==> config.mk <==
export PLATFORM = sky130hd
export DESIGN_NAME = mem_access_seq
export DESIGN_NICKNAME = d
export VERILOG_FILES = /design/src/rtl/mem_access_seq.sv
export SDC_FILE = /design/constraint.sdc
export NUM_CORES = 1
export LEC_CHECK = 0
export ABC_AREA = 1
export BUFFER_PORTS_ARGS = -buffer_cell sky130_fd_sc_hd__buf_2
export CORE_MARGIN = 4
export CORE_UTILIZATION = 44
export DETAILED_ROUTE_END_ITERATION = 7
export PLACE_DENSITY = 0.71
export SYNTH_ARGS = -nofsm -noshare
export SYNTH_HDL_FRONTEND = slang
export SYNTH_SLANG_ARGS = --single-unit
==> constraint.sdc <==
create_clock -name clk -period 1.3 [get_ports clk]
set_input_delay 0.065 -clock clk [delete_from_list [all_inputs] [get_ports clk]]
set_output_delay 0.065 -clock clk [all_outputs]
set_load 0.01 [all_outputs]
==> src/rtl/mem_access_seq.sv <==
// mem_access_seq: sequences instruction fetch, decode and one optional data load/store
// Ports:
//   clk, reset_n                    clock, asynchronous active-low reset
//   start, pc                       begin an instruction at pc (accepted only in IDLE)
//   need_read, need_write           load/store request, sampled in DECODE
//   data_addr, store_data           load/store address and store value, captured in DECODE
//   mem_ready, mem_rdata            memory completion and read data
//   sig_fetch, sig_read, sig_write  one-hot access request lines
//   address, data_write             access address and store data (0 when unused)
//   instr, load_data                fetched instruction and loaded data registers
//   busy, inst_done                 not idle; one-cycle end-of-instruction pulse
//   timeout, req_err                abort reasons, pulsed together with inst_done
module mem_access_seq #(
    parameter int WORD_SIZE = 16,
    parameter int MAX_WAIT  = 15
) (
    input  logic                 clk,
    input  logic                 reset_n,
    input  logic                 start,
    input  logic [WORD_SIZE-1:0] pc,
    input  logic                 need_read,
    input  logic                 need_write,
    input  logic [WORD_SIZE-1:0] data_addr,
    input  logic [WORD_SIZE-1:0] store_data,
    input  logic                 mem_ready,
    input  logic [WORD_SIZE-1:0] mem_rdata,
    output logic                 sig_fetch,
    output logic                 sig_read,
    output logic                 sig_write,
    output logic [WORD_SIZE-1:0] address,
    output logic [WORD_SIZE-1:0] data_write,
    output logic [WORD_SIZE-1:0] instr,
    output logic [WORD_SIZE-1:0] load_data,
    output logic                 busy,
    output logic                 inst_done,
    output logic                 timeout,
    output logic                 req_err
);
    localparam int WW = $clog2(MAX_WAIT + 1);

    typedef enum logic [2:0] {IDLE, FETCH, DECODE, READ, WRITE, DONE} state_t;

    state_t               state, state_d;
    logic [WORD_SIZE-1:0] pc_q, addr_q, sdata_q;
    logic [WW-1:0]        wait_cnt;
    logic                 to_flag, err_flag;
    logic                 access, expired;

    assign access  = state == FETCH || state == READ || state == WRITE;
    // mem_ready in the last allowed cycle takes priority over the abort
    assign expired = access && !mem_ready && wait_cnt == WW'(MAX_WAIT - 1);

    always_comb begin
        state_d = state;
        case (state)
            IDLE:        state_d = start ? FETCH : IDLE;
            FETCH:       state_d = mem_ready ? DECODE : expired ? DONE : FETCH;
            DECODE:      state_d = (need_read ^ need_write) ? (need_read ? READ : WRITE) : DONE;
            READ, WRITE: state_d = (mem_ready || expired) ? DONE : state;
            default:     state_d = IDLE;
        endcase
    end

    always_ff @(posedge clk or negedge reset_n) begin
        if (!reset_n) begin
            state     <= IDLE;
            pc_q      <= '0;
            addr_q    <= '0;
            sdata_q   <= '0;
            instr     <= '0;
            load_data <= '0;
            wait_cnt  <= '0;
            to_flag   <= 1'b0;
            err_flag  <= 1'b0;
        end else begin
            state    <= state_d;
            // staying in the same access state counts a wait; any transition starts fresh
            wait_cnt <= (access && state_d == state) ? wait_cnt + 1'b1 : '0;
            if (state == IDLE && start) pc_q <= pc;
            if (state == DECODE) begin
                addr_q  <= data_addr;
                sdata_q <= store_data;
            end
            if (state == FETCH && mem_ready) instr <= mem_rdata;
            if (state == READ && mem_ready) load_data <= mem_rdata;
            to_flag  <= expired || (to_flag && state != DONE);
            err_flag <= (state == DECODE && need_read && need_write) || (err_flag && state != DONE);
        end
    end

    assign sig_fetch  = state == FETCH;
    assign sig_read   = state == READ;
    assign sig_write  = state == WRITE;
    assign address    = sig_fetch ? pc_q : (sig_read || sig_write) ? addr_q : '0;
    assign data_write = sig_write ? sdata_q : '0;
    assign busy       = state != IDLE;
    assign inst_done  = state == DONE;
    assign timeout    = inst_done && to_flag;
    assign req_err    = inst_done && err_flag;
endmodule

======== After elaboration in Yosys (flattened, before gate mapping) ========
Index checks and enable logic that the tools add are counted.
operators by class
  add/subtract/negate cells ............... 1
  mux-type cells .......................... 11
  reduce and logical (&&, ||, !) cells .... 22
  equality and inequality tests ........... 8
  bitwise operators ....................... 1
operators by type and width
  kind                                                 count
  2-to-1 mux 16 bit                                    3
  2-to-1 mux 3 bit                                     5
  logical AND 1 bit                                    12
  case mux 3 bit (4 select lines)                      1
  equality test 3 x 2 -> 1 bit, second input constant  2
  equality test 3 bit, second input constant           2
  logical OR 1 bit                                     6
  adder 4 x 1 -> 4 bit, second input constant          1
  equality test 4 bit, second input constant           1
  2-to-1 mux 4 bit                                     1
  equality test 3 x 1 -> 1 bit, second input constant  1
  equality test 3 bit                                  1
  logical NOT 3 bit                                    1
  inequality test 3 bit, second input constant         1
  nonzero test 3 bit                                   1
  OR reduction 2 bit                                   1
  logical NOT 1 bit                                    1
  2-to-1 mux 1 bit                                     1
  bitwise XOR 1 bit                                    1
storage, ports and cells
  bits of input ports ..................... 70
  word-level logic and storage cells ...... 52
  flip-flop bits (word level) ............. 89
  output and inout bits ................... 71

======== Logic depth before layout (Yosys ltp) ========
  word-level depth ........................ 11
  mapped depth ............................ 11
  mapped depth without buffers ............ 11

======== Worst setup path before layout ========
Ideal clock, no wire load.
  kind .................................... register -> register
  start ................................... register state[0]
  end ..................................... register pc_q[10]
  buffers on the path ..................... 1
  path slack .............................. -0.079 ns
  cell stages (with the launch flop) ...... 5
  clock period less this slack ............ 1.379 ns
  data required time ...................... 1.172 ns
  library setup time ...................... 0.128 ns
  arrival ................................. 1.251 ns
  cell sequence ........................... dfrtp_1 nor2_2 nand3_2 buf_2 mux2_1
on the way
  cells in the longest elaborated chain, start to end .. 2
RTL lines
  what                      RTL line  text
  start: declaration        43        state_t state, state_d;
  start signal: assignment  76        state <= state_d;
  logical NOT 3 bit         79        if (state == IDLE && start) pc_q <= pc;
  logical AND 1 bit         79
  end signal: assignment    79
  end: declaration          44        logic [WORD_SIZE-1:0] pc_q, addr_q, sdata_q;
No other way between the ends.
A chain may end at the register's enable or synchronous reset.

======== Final worst setup path ========
  start ................................... register state[1]
  end ..................................... output address[13]
on the way
  cells in the longest elaborated chain, start to end .. 4
  elaborated cells on any way between the ends .. 6
  those cells by class .................... eq/ne: 3; mux: 2; reduce/logical: 1
RTL lines
  what                                                                        RTL line  text
  equality test 3 x 2 -> 1 bit / equality test 3 bit (equally long branches)  92, 93
  logical OR 1 bit                                                            94        assign address = sig_fetch ? pc_q : (sig_read || sig_write) ? addr_q : '0;
  2-to-1 mux 16 bit                                                           94
  2-to-1 mux 16 bit (*)                                                       94
  end: declaration                                                            30        output logic [WORD_SIZE-1:0] address,
Mark *: on every way between the ends. The rest lies on a longest branch, timed or not.

==> qor.yml <==
final.period_utilization: 1.39
core_um2: 8300
crit_start: "state[1]"
dpl_cell_area_um2: 4800
violations: "negative setup slack"
vias: 3954
wl_per_cell_um: 19.1
drc: 0
postRouteAntennaNets: 0
totalWireLength_um: 14500
antenna_cells: 0
drt_iter0_markers: 198
synthFlopType: "dfrtp_1"
synth_seq_cells: 89
synth_nets: 471
ff2ff_path_depth: 11
start_util: 0.459
p_leak_nw: 3.57
syn_area_um2: 3810
port_buffers: 140
tritoncts.num_buffers: 9
avgSynthCellArea_um2: 9.55
crit_type: "reg -> out"
fmax_mhz: 553
hold_viol: 0
final_nets: 723
clock_sinks: 89
grt_pass1_wl_um: 20100
dpl.hpwl_um: 6600
synth_top_area_share: 0.585
syn_inst: 399
r2r_end: "wait_cnt[3]"
max_slew_margin: 0.786
worstMarginPinSlew_ns: 0.321
crit_path_end: "address[13]"
syn_to_final_growth_pct: 74.7
yosysMostFrequentCell: "nand2_1"
grt_pass1_vias: 4128
post-route-cell-area_um2: 6660
status: "finished with violations"
die_x_um: 101
regToRegStartpoint: "state[1]"
synth_cell_types: 26
synth.top_cells.by_area: "dfrtp_1 (58%), nand2_1 (11%), o21ai_0 (4.5%)"
netlist_top_cells_count: "nand2_1 (111), dfrtp_1 (89), inv_1 (44), o21ai_0 (34), nor2_1 (29)"
critPathMaxFanout: 8
synth_warnings: 0
fin_crit_ns: 1.81
clock_path_buffers: 2
setup-violations-final: 125
synth_top_cell_by_area: "dfrtp_1"
path_clk_slew_ns: 0.10
slew_violations: 0
synth_edf_count: 0
grt.overflow.total: 0
rsz0062_at_grt: "yes"
grt_max_degree: 56
dieArea_um2: 10200
power_density_nw_per_um2: 2300
cp-start-kind: "flop"
total_power_mw: 15.3
hp-class: "in -> async"
arrival_ns: 1.74
vias_per_cell: 5.20
clock_latency_ns: 0.36
reg2reg_setup_slack_ns: -0.37
cts_tree: "built"
maxCapViolCount: 0
antenna_found_initial: 1
grt_usage: 0.251
num_rows: 33
async_reset_ff_frac: 1.00
drive_gt1_frac: 0.501
fin_ws_ns: -0.508
dieHeight_um: 101
peakVddDrop_mv: 1.16
clock_skew_ns: 0.0183
pin_count: 141
root_buffer: "clkbuf_8"
num-fill-cells: 416
cp.required_ns: 1.24
worstSetupEndpointType: "output pin"
gp_congestion: 0.802
h-tree-depth: 3
ys_seq_area_frac: 0.585
dr.pass1.iters: 4
[critical path, stage by stage, from the launching register on]
cell,delay [ns]
dfrtp_2,0.46
nor2_1,0.19
nand2_2,0.15
nand2_4,0.14
buf_12,0.14
a22o_1,0.17
buf_2,0.15
[metrics by stage]
stage               setup TNS (ns)  instances   util  worst slack, ns  hold WS, ns
CTS                         -19.26        754  0.756           -0.390       0.0733
detailed placement           -4.82        646  0.578           -0.149      -0.0858
global placement             -2.68        646  0.578          -0.0698      -0.0851
floorplan                   -0.327        399      -          -0.0168       -0.231
global route                -39.06        760  0.802           -0.609       0.0919
finish                      -30.79        760  0.802           -0.508       0.0992
[registers in the layout, summed over array words and instances, names as in the netlist]
register / count
wait_cnt: 4
instr: 16
load_data: 16
addr_q: 16
to_flag: 1
sdata_q: 16
err_flag: 1
pc_q: 16
state: 3
[layout make-up]
class	instances	area, um2	share of cell area
clock inverters	4	76.3	0.0115
repair buffers	258	2160	0.325
flip-flops and latches	89	2230	0.335
clock buffers	11	141	0.0212
inverters	46	190	0.0286
well taps	105	131	0.0197
multi-input cells	247	1730	0.260
[report_power, final]
part | switching (mW) | internal, mW | total, mW
clock network | 0.988 | 1.13 | 2.12
registers | 0.807 | 4.10 | 4.91
logic | 4.30 | 3.96 | 8.26
total | 6.09 | 9.19 | 15.3
[cell usage in the layout (no fill, tap or decap), types with 2 or more instances in the layout]
cell,Yosys,final
buf_2,7,136
dfrtp_1,89,88
dlygate4sd3_1,0,67
nand2_1,111,59
inv_1,44,39
o21ai_2,13,29
nand2_4,0,28
nand2_2,4,27
nor2_1,29,23
buf_4,2,20
a22o_1,16,16
o21ai_1,6,15
mux2_2,15,15
buf_6,3,12
clkbuf_8,0,10
buf_12,0,10
o21ai_0,34,8
buf_16,0,8
nor2_2,1,5
nand3_1,8,5
inv_2,1,3
clkbuf_16,0,3
inv_4,0,2
nor2_4,0,2
nand3_4,0,2
inv_6,0,2
nand3_2,1,2
bufinv_16,0,2
buf_8,0,2
[kinds of logic (layout without fill, tap and decap cells)]
logic type / after synthesis / count (layout) / share of synthesized area
buffers and inverters: 63 / 319 / 0.0722
adder cells (fa/ha/maj): 2 / 2 / 0.00657
flip-flops: 89 / 89 / 0.585
AO/OA/AOI/OAI: 72 / 72 / 0.124
AND/OR/NAND/NOR: 155 / 155 / 0.161
XOR/XNOR: 2 / 2 / 0.00460
multiplexers: 16 / 16 / 0.0473
[layer usage]
layer,vias up,track usage,part of all wire
li1,1774,-,-
met1,1917,0.297,0.38
met2,216,0.433,0.51
met3,45,0.0657,0.083
met4,2,0.104,0.033
met5,-,0,0.00076
[repair_timing]
action                                  4_1_cts  5_1_grt
hold buffers                                 67        0
resized for setup                            87       96
cloned                                       10        3
pin swaps                                     9       14
setup buffers                                17        8
endpoints found under the setup margin      117      128
endpoints found under the hold margin       160        0
[how the worst min path moves through the flow]
| stage | startpoint | endpoint | slack (ns) | depth (start not counted) |
|---|---|---|---|---|
| after global placement | reset_n | addr_q[9] | -0.09 | 1 |
| after detailed placement | reset_n | addr_q[9] | -0.09 | 1 |
| after CTS | reset_n | addr_q[9] | 0.07 | 2 |
| after global routing | reset_n | addr_q[7] | 0.09 | 2 |
| final | reset_n | addr_q[4] | 0.1 | 2 |
| after floorplan | reset_n | addr_q[0] | -0.23 | 0 |
Note: power is estimated with default switching activity, not from simulation.
